## src/rtl/cpu_isa_pkg.sv

```systemverilog
// rtl/cpu_isa_pkg.sv - ISA constants and fetch state encoding shared by the fetch unit
// Purpose: one-hot instruction group masks, group-0 control-flow opcode indices,
//          the alternate RET encoding, program address width and fetch FSM states.
// Ports:   none (package).
package cpu_isa_pkg;

  localparam int ADDR_W = 12;

  // One-hot group bits in IR[23:19]
  localparam logic [23:0] GRP0 = 24'h800000;
  localparam logic [23:0] GRP1 = 24'h400000;
  localparam logic [23:0] GRP2 = 24'h200000;
  localparam logic [23:0] GRP3 = 24'h100000;
  localparam logic [23:0] GRP4 = 24'h080000;

  // Group-0 opcode indices, taken from IR[19:12]
  localparam logic [7:0] OP_JMP = 8'd0;
  localparam logic [7:0] OP_JZE = 8'd1;
  localparam logic [7:0] OP_JNE = 8'd2;
  localparam logic [7:0] OP_JCY = 8'd3;
  localparam logic [7:0] OP_RET = 8'd4;
  localparam logic [7:0] OP_BSR = 8'd5;

  // Second encoding of RET that lives outside group 0
  localparam logic [23:0] RET4 = 24'h080005;

  typedef enum logic [1:0] {
    FETCH,
    WAIT,
    ISSUE
  } fetch_state_e;

endpackage

```

## src/rtl/instruction_fetch_if.sv

```systemverilog
// rtl/instruction_fetch_if.sv - program memory and IR handshake bundle
// Purpose: groups the program-memory read port and the IR issue handshake.
// Ports (signals):
//   pc_addr   fetch -> mem   program memory address
//   mem_req   fetch -> mem   one-cycle read request
//   mem_valid mem -> fetch   mem_data valid this cycle
//   mem_data  mem -> fetch   fetched instruction word
//   IR        fetch -> dec   registered instruction word
//   ir_valid  fetch -> dec   IR holds a new instruction
//   ir_ready  dec -> fetch   decoder accepts IR
// Modports: master = fetch unit, slave = memory/decoder side.
interface instruction_fetch_if #(
  parameter int ADDR_W = cpu_isa_pkg::ADDR_W
) ();

  logic [ADDR_W-1:0] pc_addr;
  logic              mem_req;
  logic              mem_valid;
  logic [23:0]       mem_data;
  logic [23:0]       IR;
  logic              ir_valid;
  logic              ir_ready;

  modport master (
    output pc_addr, mem_req, IR, ir_valid,
    input  mem_valid, mem_data, ir_ready
  );

  modport slave (
    input  pc_addr, mem_req, IR, ir_valid,
    output mem_valid, mem_data, ir_ready
  );

endinterface

```

## src/rtl/return_stack.sv

```systemverilog
// rtl/return_stack.sv - synchronous LIFO holding subroutine return addresses
// Purpose: push/pop stack; dout always shows the top entry when not empty.
// Ports:
//   clk, reset      clock, synchronous active-high reset (clears pointer only)
//   push_i, pop_i   one operation per cycle; ignored when full / empty
//   din_i           value pushed
//   dout_o          current top of stack
//   full_o, empty_o pointer at DEPTH / at zero
module return_stack #(
  parameter int DEPTH = 8,
  parameter int WIDTH = 12
) (
  input  logic             clk,
  input  logic             reset,
  input  logic             push_i,
  input  logic             pop_i,
  input  logic [WIDTH-1:0] din_i,
  output logic [WIDTH-1:0] dout_o,
  output logic             full_o,
  output logic             empty_o
);

  localparam int SP_W  = $clog2(DEPTH + 1);
  localparam int IDX_W = (DEPTH > 1) ? $clog2(DEPTH) : 1;

  logic [WIDTH-1:0] mem_q [DEPTH];
  logic [SP_W-1:0]  sp_q, sp_d;
  logic [IDX_W-1:0] wr_idx, top_idx;
  logic             do_push, do_pop;

  assign full_o  = (sp_q == SP_W'(DEPTH));
  assign empty_o = (sp_q == '0);

  // Push takes priority if a caller ever asserts both.
  assign do_push = push_i && !full_o;
  assign do_pop  = pop_i && !push_i && !empty_o;

  assign wr_idx  = IDX_W'(sp_q);
  assign top_idx = IDX_W'(sp_q - 1'b1);
  assign dout_o  = mem_q[top_idx];

  always_comb begin
    sp_d = sp_q;
    if (do_push) begin
      sp_d = sp_q + 1'b1;
    end else if (do_pop) begin
      sp_d = sp_q - 1'b1;
    end
  end

  always_ff @(posedge clk) begin
    if (reset) begin
      sp_q <= '0;
    end else begin
      sp_q <= sp_d;
    end
  end

  // Entries need no reset: they are only read below the pointer.
  always_ff @(posedge clk) begin
    if (do_push) begin
      mem_q[wr_idx] <= din_i;
    end
  end

endmodule

```

## src/rtl/instruction_fetch.sv

```systemverilog
// rtl/instruction_fetch.sv - program counter, fetch FSM and branch resolution feeding the decoder IR
// Purpose: fetches a word per instruction over mem_req/mem_valid, presents it as IR with
//          ir_valid/ir_ready, and resolves JMP/JZE/JNE/JCY/BSR/RET with a return stack.
// Ports:
//   clk, reset             clock, synchronous active-high reset
//   bus (master)           program memory port and IR handshake
//   zero_flag, carry_flag  ALU flags, sampled in the IR handshake cycle
//   stack_err              sticky: BSR with full stack or RET with empty stack
module instruction_fetch import cpu_isa_pkg::*; #(
  parameter int                ADDR_W      = cpu_isa_pkg::ADDR_W,
  parameter int                STACK_DEPTH = 8,
  parameter logic [ADDR_W-1:0] RESET_PC    = '0
) (
  input  logic                clk,
  input  logic                reset,
  instruction_fetch_if.master bus,
  input  logic                zero_flag,
  input  logic                carry_flag,
  output logic                stack_err
);

  fetch_state_e      state_q, state_d;
  logic [ADDR_W-1:0] pc_q, pc_d;
  logic [23:0]       ir_q, ir_d;
  logic              ir_valid_q, ir_valid_d;
  logic              stack_err_q, stack_err_d;

  logic [ADDR_W-1:0] pc_inc, tgt, next_pc, stk_dout;
  logic [4:0]        grp;
  logic [7:0]        idx;
  logic              is_grp0, is_jmp, is_jze, is_jne, is_jcy, is_bsr, is_ret;
  logic              handshake, push, pop, stk_full, stk_empty, mem_req;

  // Decode of the held IR word
  assign grp     = ir_q[23:19];
  assign idx     = ir_q[19:12];
  assign tgt     = ADDR_W'(ir_q[11:0]);
  assign is_grp0 = (grp == GRP0[23:19]);
  assign is_jmp  = is_grp0 && (idx == OP_JMP);
  assign is_jze  = is_grp0 && (idx == OP_JZE);
  assign is_jne  = is_grp0 && (idx == OP_JNE);
  assign is_jcy  = is_grp0 && (idx == OP_JCY);
  assign is_bsr  = is_grp0 && (idx == OP_BSR);
  assign is_ret  = (is_grp0 && (idx == OP_RET)) || (ir_q == RET4);

  assign pc_inc    = pc_q + 1'b1;
  assign handshake = (state_q == ISSUE) && ir_valid_q && bus.ir_ready;

  // Branch target; failed BSR/RET fall through to pc+1.
  always_comb begin
    next_pc = pc_inc;
    if (is_jmp) begin
      next_pc = tgt;
    end else if (is_jze && zero_flag) begin
      next_pc = tgt;
    end else if (is_jne && !zero_flag) begin
      next_pc = tgt;
    end else if (is_jcy && carry_flag) begin
      next_pc = tgt;
    end else if (is_bsr && !stk_full) begin
      next_pc = tgt;
    end else if (is_ret && !stk_empty) begin
      next_pc = stk_dout;
    end
  end

  always_comb begin
    state_d     = state_q;
    pc_d        = pc_q;
    ir_d        = ir_q;
    ir_valid_d  = ir_valid_q;
    stack_err_d = stack_err_q;
    push        = 1'b0;
    pop         = 1'b0;
    mem_req     = 1'b0;
    case (state_q)
      FETCH: begin
        // Gated so no request escapes while reset is held.
        mem_req = !reset;
        state_d = WAIT;
      end
      WAIT: begin
        if (bus.mem_valid) begin
          ir_d       = bus.mem_data;
          ir_valid_d = 1'b1;
          state_d    = ISSUE;
        end
      end
      ISSUE: begin
        if (handshake) begin
          ir_valid_d = 1'b0;
          pc_d       = next_pc;
          push       = is_bsr && !stk_full;
          pop        = is_ret && !stk_empty;
          if ((is_bsr && stk_full) || (is_ret && stk_empty)) begin
            stack_err_d = 1'b1;
          end
          state_d = FETCH;
        end
      end
      default: state_d = FETCH;
    endcase
  end

  always_ff @(posedge clk) begin
    if (reset) begin
      state_q     <= FETCH;
      pc_q        <= RESET_PC;
      ir_q        <= '0;
      ir_valid_q  <= 1'b0;
      stack_err_q <= 1'b0;
    end else begin
      state_q     <= state_d;
      pc_q        <= pc_d;
      ir_q        <= ir_d;
      ir_valid_q  <= ir_valid_d;
      stack_err_q <= stack_err_d;
    end
  end

  return_stack #(
    .DEPTH (STACK_DEPTH),
    .WIDTH (ADDR_W)
  ) u_stack (
    .clk     (clk),
    .reset   (reset),
    .push_i  (push),
    .pop_i   (pop),
    .din_i   (pc_inc),
    .dout_o  (stk_dout),
    .full_o  (stk_full),
    .empty_o (stk_empty)
  );

  assign bus.pc_addr  = pc_q;
  assign bus.mem_req  = mem_req;
  assign bus.IR       = ir_q;
  assign bus.ir_valid = ir_valid_q;
  assign stack_err    = stack_err_q;

endmodule

```

## src/flat_wrapper.sv

```systemverilog
// flat-port wrapper written by rule: the top's interface ports become plain ports
module instruction_fetch_flat import cpu_isa_pkg::*;
#(
  parameter int                ADDR_W      = cpu_isa_pkg::ADDR_W,
  parameter int                STACK_DEPTH = 8,
  parameter logic [ADDR_W-1:0] RESET_PC    = '0
)
  (clk, reset, zero_flag, carry_flag, stack_err, bus_pc_addr, bus_mem_req, bus_IR, bus_ir_valid, bus_mem_valid, bus_mem_data, bus_ir_ready);
  instruction_fetch_if #(.ADDR_W(ADDR_W)) bus_i ();
  input  logic clk;
  input  logic reset;
  input  logic zero_flag;
  input  logic carry_flag;
  output logic stack_err;
  output wire logic [$bits(bus_i.pc_addr)-1:0] bus_pc_addr;
  output wire logic [$bits(bus_i.mem_req)-1:0] bus_mem_req;
  output wire logic [$bits(bus_i.IR)-1:0] bus_IR;
  output wire logic [$bits(bus_i.ir_valid)-1:0] bus_ir_valid;
  input wire logic [$bits(bus_i.mem_valid)-1:0] bus_mem_valid;
  input wire logic [$bits(bus_i.mem_data)-1:0] bus_mem_data;
  input wire logic [$bits(bus_i.ir_ready)-1:0] bus_ir_ready;
  assign bus_pc_addr = bus_i.pc_addr;
  assign bus_mem_req = bus_i.mem_req;
  assign bus_IR = bus_i.IR;
  assign bus_ir_valid = bus_i.ir_valid;
  assign bus_i.mem_valid = bus_mem_valid;
  assign bus_i.mem_data = bus_mem_data;
  assign bus_i.ir_ready = bus_ir_ready;
  instruction_fetch #(.ADDR_W(ADDR_W), .STACK_DEPTH(STACK_DEPTH), .RESET_PC(RESET_PC)) u_core (.clk(clk), .reset(reset), .bus(bus_i), .zero_flag(zero_flag), .carry_flag(carry_flag), .stack_err(stack_err));
endmodule
```

## config.mk

```make
export PLATFORM = sky130hd
export DESIGN_NAME = instruction_fetch_flat
export DESIGN_NICKNAME = d
export VERILOG_FILES = /design/src/rtl/cpu_isa_pkg.sv /design/src/rtl/instruction_fetch_if.sv /design/src/rtl/return_stack.sv /design/src/rtl/instruction_fetch.sv /design/src/flat_wrapper.sv
export SDC_FILE = /design/constraint.sdc
export NUM_CORES = 1
export LEC_CHECK = 0
export ABC_CLOCK_PERIOD_IN_PS = 9070
export BUFFER_PORTS_ARGS = -buffer_cell sky130_fd_sc_hd__buf_2
export CORE_MARGIN = 1.5
export CORE_UTILIZATION = 35
export DETAILED_ROUTE_END_ITERATION = 10
export PLACE_DENSITY = 0.52
export SYNTH_ARGS = -nofsm -noshare
export SYNTH_HDL_FRONTEND = slang
export SYNTH_SLANG_ARGS = --single-unit
```

## constraint.sdc

```tcl
create_clock -name clk -period 9.07 [get_ports clk]
set_input_delay 0.4535 -clock clk [delete_from_list [all_inputs] [get_ports clk]]
set_output_delay 0.4535 -clock clk [all_outputs]
set_load 0.01 [all_outputs]
```

Yosys cells after proc, flatten, opt, wreduce, memory -nomap -nowiden. Memory sizes are Yosys's and may differ from the RTL's. Cells that the tools add are included.

Register bits: 44. Bits in latches: 0. Memory bits (writable): 96. Memory bits (read-only): 0. Output and inout bits: 39. Word-level logic and storage cells: 78. Memories: 1.

Memories: u_core.u_stack.mem_q (depth 8, width 12, rd ports 1, clocked after Yosys merged registers in 0, write ports 1, RTL line return_stack.sv:26) `logic [WIDTH-1:0] mem_q [DEPTH];`.

$add $sub $neg: 3. $mul: 0. Div/mod/pow operators: 0. Magnitude comparators: 0. Equality and inequality tests: 12. Shifts and indexed selects: 0. Multiplexer cells: 21. Bitwise gates (word level): 0. Reductions and logical operators: 35.

Operators with widths (count): $mux W12 (6); $eq A24 B20 Y1 const B (1); $logic_and A1 B1 Y1 (18); $eq A8 B2 Y1 const B (2); $eq A8 B3 Y1 const B (2); $add A12 B1 Y12 const B (1); $mux W1 (9); $eq A8 B1 Y1 const B (1); $logic_not A8 Y1 (1); $mux W4 (2); $pmux W2 S3 (1); $reduce_and A2 Y1 (3); $reduce_and A3 Y1 (2); $eq A5 B5 Y1 const B (1); $logic_not A1 Y1 (5); $add A4 B1 Y4 const B (1); $eq A4 B4 Y1 const B (1); $logic_not A4 Y1 (1); $mux W2 (2); $reduce_bool A2 Y1 (2); $sub A4 B1 Y4 const B (1); $eq A2 B1 Y1 const B (1); $eq A2 B2 Y1 const B (1); $logic_not A2 Y1 (1); 4 further kinds (5).

Depth between registers and ports, before layout.
Depth after elaboration: 10. Mapped depth: 11. Gate-level depth less buffers: 8.

Hierarchy. Synthesis repeated with hierarchy kept, for this count alone.

Cells, all modules: 461. Area total of the unflattened synthesis: 6002.0 um2.

By module, submodules not included: return_stack (instances 1, cells each 195, area an instance 4006.3 um2); instruction_fetch (instances 1, cells each 266, area an instance 1995.7 um2).

Worst setup path after synthesis. Ideal clock, no wire load.

Path kind: flip-flop to flip-flop. Start: reg u_core.u_stack.sp_q[0]. End: mem u_core.u_stack.mem_q[0][0] (enable). Data arrival time: 3.423 ns. Slack: 5.235 ns. Cell stages (with the launch flop): 10. Clock period less this slack: 3.835 ns. Cells stage by stage: dfxtp_1 > buf_2 > buf_1 > inv_1 > ha_1 > and3b_1 > or4_4 > or2_2 > buf_2 > nor4_1.

Word-level cells in the longest chain between the ends: 8.

Ends and longest elaborated chain: from (decl) (RTL line return_stack.sv:27) `logic [SP_W-1:0] sp_q, sp_d;`; from (signal assigned) (RTL line return_stack.sv:55) `sp_q <= sp_d;`; $eq A4 B4 Y1 (RTL line return_stack.sv:31) `assign full_o = (sp_q == SP_W'(DEPTH));`; $logic_not A1 Y1 (RTL line return_stack.sv:35, instruction_fetch.sv:93); $logic_and A1 B1 Y1 (RTL line instruction_fetch.sv:93) `push = is_bsr && !stk_full;`; $mux W1 (RTL line instruction_fetch.sv:90) `if (handshake) begin`; $mux W1 (RTL line instruction_fetch.sv:76) `case (state_q)`; $logic_and A1 B1 Y1 (RTL line return_stack.sv:35) `assign do_push = push_i && !full_o;`; $mux W1 (RTL line return_stack.sv:61) `if (do_push) begin`; $mux W1 (implied by the code) (RTL line return_stack.sv:62) `mem_q[wr_idx] <= din_i;`; to (decl) (RTL line return_stack.sv:26).

Parallel ways exist; a longest one is shown, timed or not.

Final worst setup path.
Start: reg u_core.u_stack.sp_q[0]. End: mem u_core.u_stack.mem_q[3][10] (enable).

The elaborated chain is that of the path after synthesis.

==> results.sh <==
export IMPL_finalWorstSetupSlack_ns=5.40
export IMPL_setup_viol=0
export IMPL_hpwlAfterDp_um=9430
export IMPL_detail_route_antenna_nets=0
export IMPL_synthCells=447
export IMPL_async_flop_share_pct=0
export IMPL_fin_area_um2=7070
export IMPL_final_core_util_pct=42.6
export IMPL_htreeDepth=4
export IMPL_cts_hold_buf=0
export IMPL_grt_pass1_vias=3808
export IMPL_outcome="finished clean"
export IMPL_cts_sinks=140
export IMPL_core_region_area_um2=16600
export IMPL_grt_pass1_wl_um=21400
export IMPL_numCtsBuffers=17
export IMPL_cts_root_buf="clkbuf_16"
export IMPL_r2r_cells=7
export IMPL_critPathArrivalTime_ns=3.70
export IMPL_vias=3861
export IMPL_fp_dieH_um=133
export IMPL_post_cts_setup_buffers=0
export IMPL_min_period_over_period_pct=40.4
export IMPL_yosysWarnings=0
export IMPL_synth_edf_count=96
export IMPL_min_path_cells=2
export IMPL_num_rows=47
export IMPL_r2r_start="u_core.u_stack.sp_q[0]"
export IMPL_fillers=1584
export IMPL_drt_first_pass_iters=4
export IMPL_drt_iter0_markers=205
export IMPL_crit_path_start_kind="flip-flop"
export IMPL_viasPerCell=5.18
export IMPL_slew_headroom_pct=18.6
export IMPL_layout_min_cycle_time_ns=3.67
export IMPL_holdCritPathClass="input pin to flip-flop"
export IMPL_worstHoldStart="bus_mem_valid"
export IMPL_fmax_ghz=0.273
export IMPL_crit_required_ns=9.10
export IMPL_p_per_area_nw_per_um2=192
export IMPL_ys_seq_elements=140
export IMPL_fin_skew_ns=0.00761
export IMPL_clock_latency_ns=0.42
export IMPL_dieArea_um2=17800
export IMPL_drv_slew=0
export IMPL_route_detailed_drc=0
export IMPL_setup_tns_ns=0
export IMPL_peakVddDrop_v=0.000136
export IMPL_antenna_cells=0
export IMPL_synth_cell_types=50
export IMPL_clk_pin_slew_ns=0.06
export IMPL_finalHoldViolations=0
export IMPL_tightest_slew_ns=1.22
export IMPL_rr_endpoint="u_core.u_stack.mem_q[3][10]"
export IMPL_synth_flop_cell="edfxtp_1"
export IMPL_antenna_found_initial=0
export IMPL_io_buffer_count=68
export IMPL_grt_max_degree=38
export IMPL_drive_above_1_share_pct=27.2
export IMPL_mostFrequentLayoutCells="edfxtp_1 (96), buf_2 (68), nand2_1 (57)"
export IMPL_io_pins=69
export IMPL_critPathKind="flip-flop to flip-flop"
export IMPL_worstPathMaxFanout=34
export IMPL_place_ws_ns=5.31
export IMPL_grt_overflow_total=0
export IMPL_postCtsResizedCells=0
export IMPL_nets=546
export IMPL_start_util_pct=35.8
export IMPL_grt_setup_unrepaired="no"
export IMPL_ys_seq_area_share_pct=63.4
export IMPL_final_common_cell="edfxtp_1"
export IMPL_syn_to_final_growth_pct=19.0
export IMPL_cts_tree="built"
export IMPL_postSynthAreaPerCell_um2=13.3
export IMPL_synth_nets=481
export IMPL_cap_violations=0
export IMPL_fin_total_pwr_mw=1.36
export IMPL_netlist_area_um2=5940
export IMPL_power_leakage_nw=2.64
export IMPL_track_usage_pct=16.2
export IMPL_reg2reg_setup_slack_ns=5.40
export IMPL_wl_per_cell_um=18.4
export IMPL_whs_endpoint="u_core.state_q[0]"
export IMPL_gp_congestion=0.798
export IMPL_routed_wl_um=13700
export IMPL_dpl_cell_area_um2=6540
export IMPL_clk_path_buf_depth=2
export IMPL_critPathCaptureType="flip-flop"
export IMPL_die_w_um=133
## metrics by stage
step,std cells,hold WS (ns)
floorplan,447,0.492
global placement,713,0.458
detailed placement,713,0.464
CTS,745,0.224
global route,745,0.243
finish,745,0.240
## flip-flops by register name, summed over array words and instances, names as in the netlist
name / cells
u_core.u_stack.sp_q: 4
u_core.u_stack.mem_q: 96
u_core.bus.ir_valid: 1
u_core.bus.pc_addr: 12
u_core.bus.IR: 24
u_core.state_q: 2
u_core.stack_err: 1
## critical path: stages (launching register included)
cell and delay, ns:
dfxtp_2 0.31, buf_4 0.49, inv_1 0.23, ha_1 0.27, and3b_1 0.19, or4_4 0.49
or2_2 0.39, nor3_2 0.90
## synthesized netlist by cell type (2+ instances only)
cell       n  area share (%)
xor2_1     7             1.0
nand2_1   57             3.6
or3_1      2            0.21
mux4_2    24             9.1
a21o_1     3            0.38
mux2i_1   12             2.0
buf_2      7            0.59
or4_4      2            0.38
o22ai_1    2            0.21
a31oi_1    4            0.42
xnor2_1    4            0.59
nor2_1    11            0.70
clkbuf_1  18             1.1
edfxtp_1  96              49
nor3_1     9            0.76
mux2_2     2            0.38
dfxtp_1   44              15
and3_1     2            0.21
ha_1       4            0.84
o21ai_0   10            0.84
a21oi_1   47             4.0
nand3_1   10            0.84
or2_2      2            0.21
nor4_1     8            0.84
inv_1      7            0.44
nand4_1    3            0.32
buf_1      4            0.25
nor4bb_1   2            0.34
a221oi_1   2            0.30
o211ai_1  22             2.8
## final cells by class
| class | instances | area, um2 | area share [%] |
|---|---|---|---|
| Clock buffer | 19 | 433 | 6.12 |
| Clock inverter | 13 | 101 | 1.43 |
| Inverter | 8 | 31.3 | 0.442 |
| Multi-Input combinational cell | 270 | 2070 | 29.3 |
| Sequential cell | 140 | 3760 | 53.3 |
| Tap cell | 220 | 275 | 3.89 |
| Timing Repair Buffer | 75 | 393 | 5.56 |
## kinds of logic after synthesis
| logic type | Yosys count | share of synthesized area, % |
|---|---|---|
| DFF | 140 | 63.4 |
| AOI/OAI and AO/OA | 97 | 9.84 |
| adders and majority gates | 4 | 0.843 |
| and+or+nand+nor | 120 | 10.3 |
| buffers and inverters | 37 | 2.51 |
| muxes | 38 | 11.5 |
| xor gates and xnor gates | 11 | 1.62 |
## report_power, final
part,switching (mW),internal [mW]
clock,0.253,0.372
sequential,0.00852,0.682
combinational,0.0249,0.0172
## worst max path at each step
stage                           start                          end  slack, ns  cells after the start
6_report       u_core.u_stack.sp_q[0]  u_core.u_stack.mem_q[3][10]       5.40                      7
5_1_grt        u_core.u_stack.sp_q[0]  u_core.u_stack.mem_q[3][10]       5.15                      7
4_1_cts        u_core.u_stack.sp_q[0]  u_core.u_stack.mem_q[3][10]       5.29                      7
3_5_place_dp   u_core.u_stack.sp_q[0]   u_core.u_stack.mem_q[3][9]       5.31                      7
3_3_place_gp   u_core.u_stack.sp_q[0]  u_core.u_stack.mem_q[3][10]       5.39                      7
2_1_floorplan  u_core.u_stack.sp_q[0]   u_core.u_stack.mem_q[0][0]       5.23                      9
## layer usage
| layer | wire [um] | up-vias | global-route usage [%] |
|---|---|---|---|
| met2 | 6120 | 119 | 24.5 |
| met1 | 6640 | 1889 | 22.2 |
| met5 | 0 | - | 0 |
| met3 | 887 | 8 | 5.75 |
| met4 | 98 | 0 | 4.29 |
| li1 | - | 1845 | - |
Power figures use the tool's default switching activity.
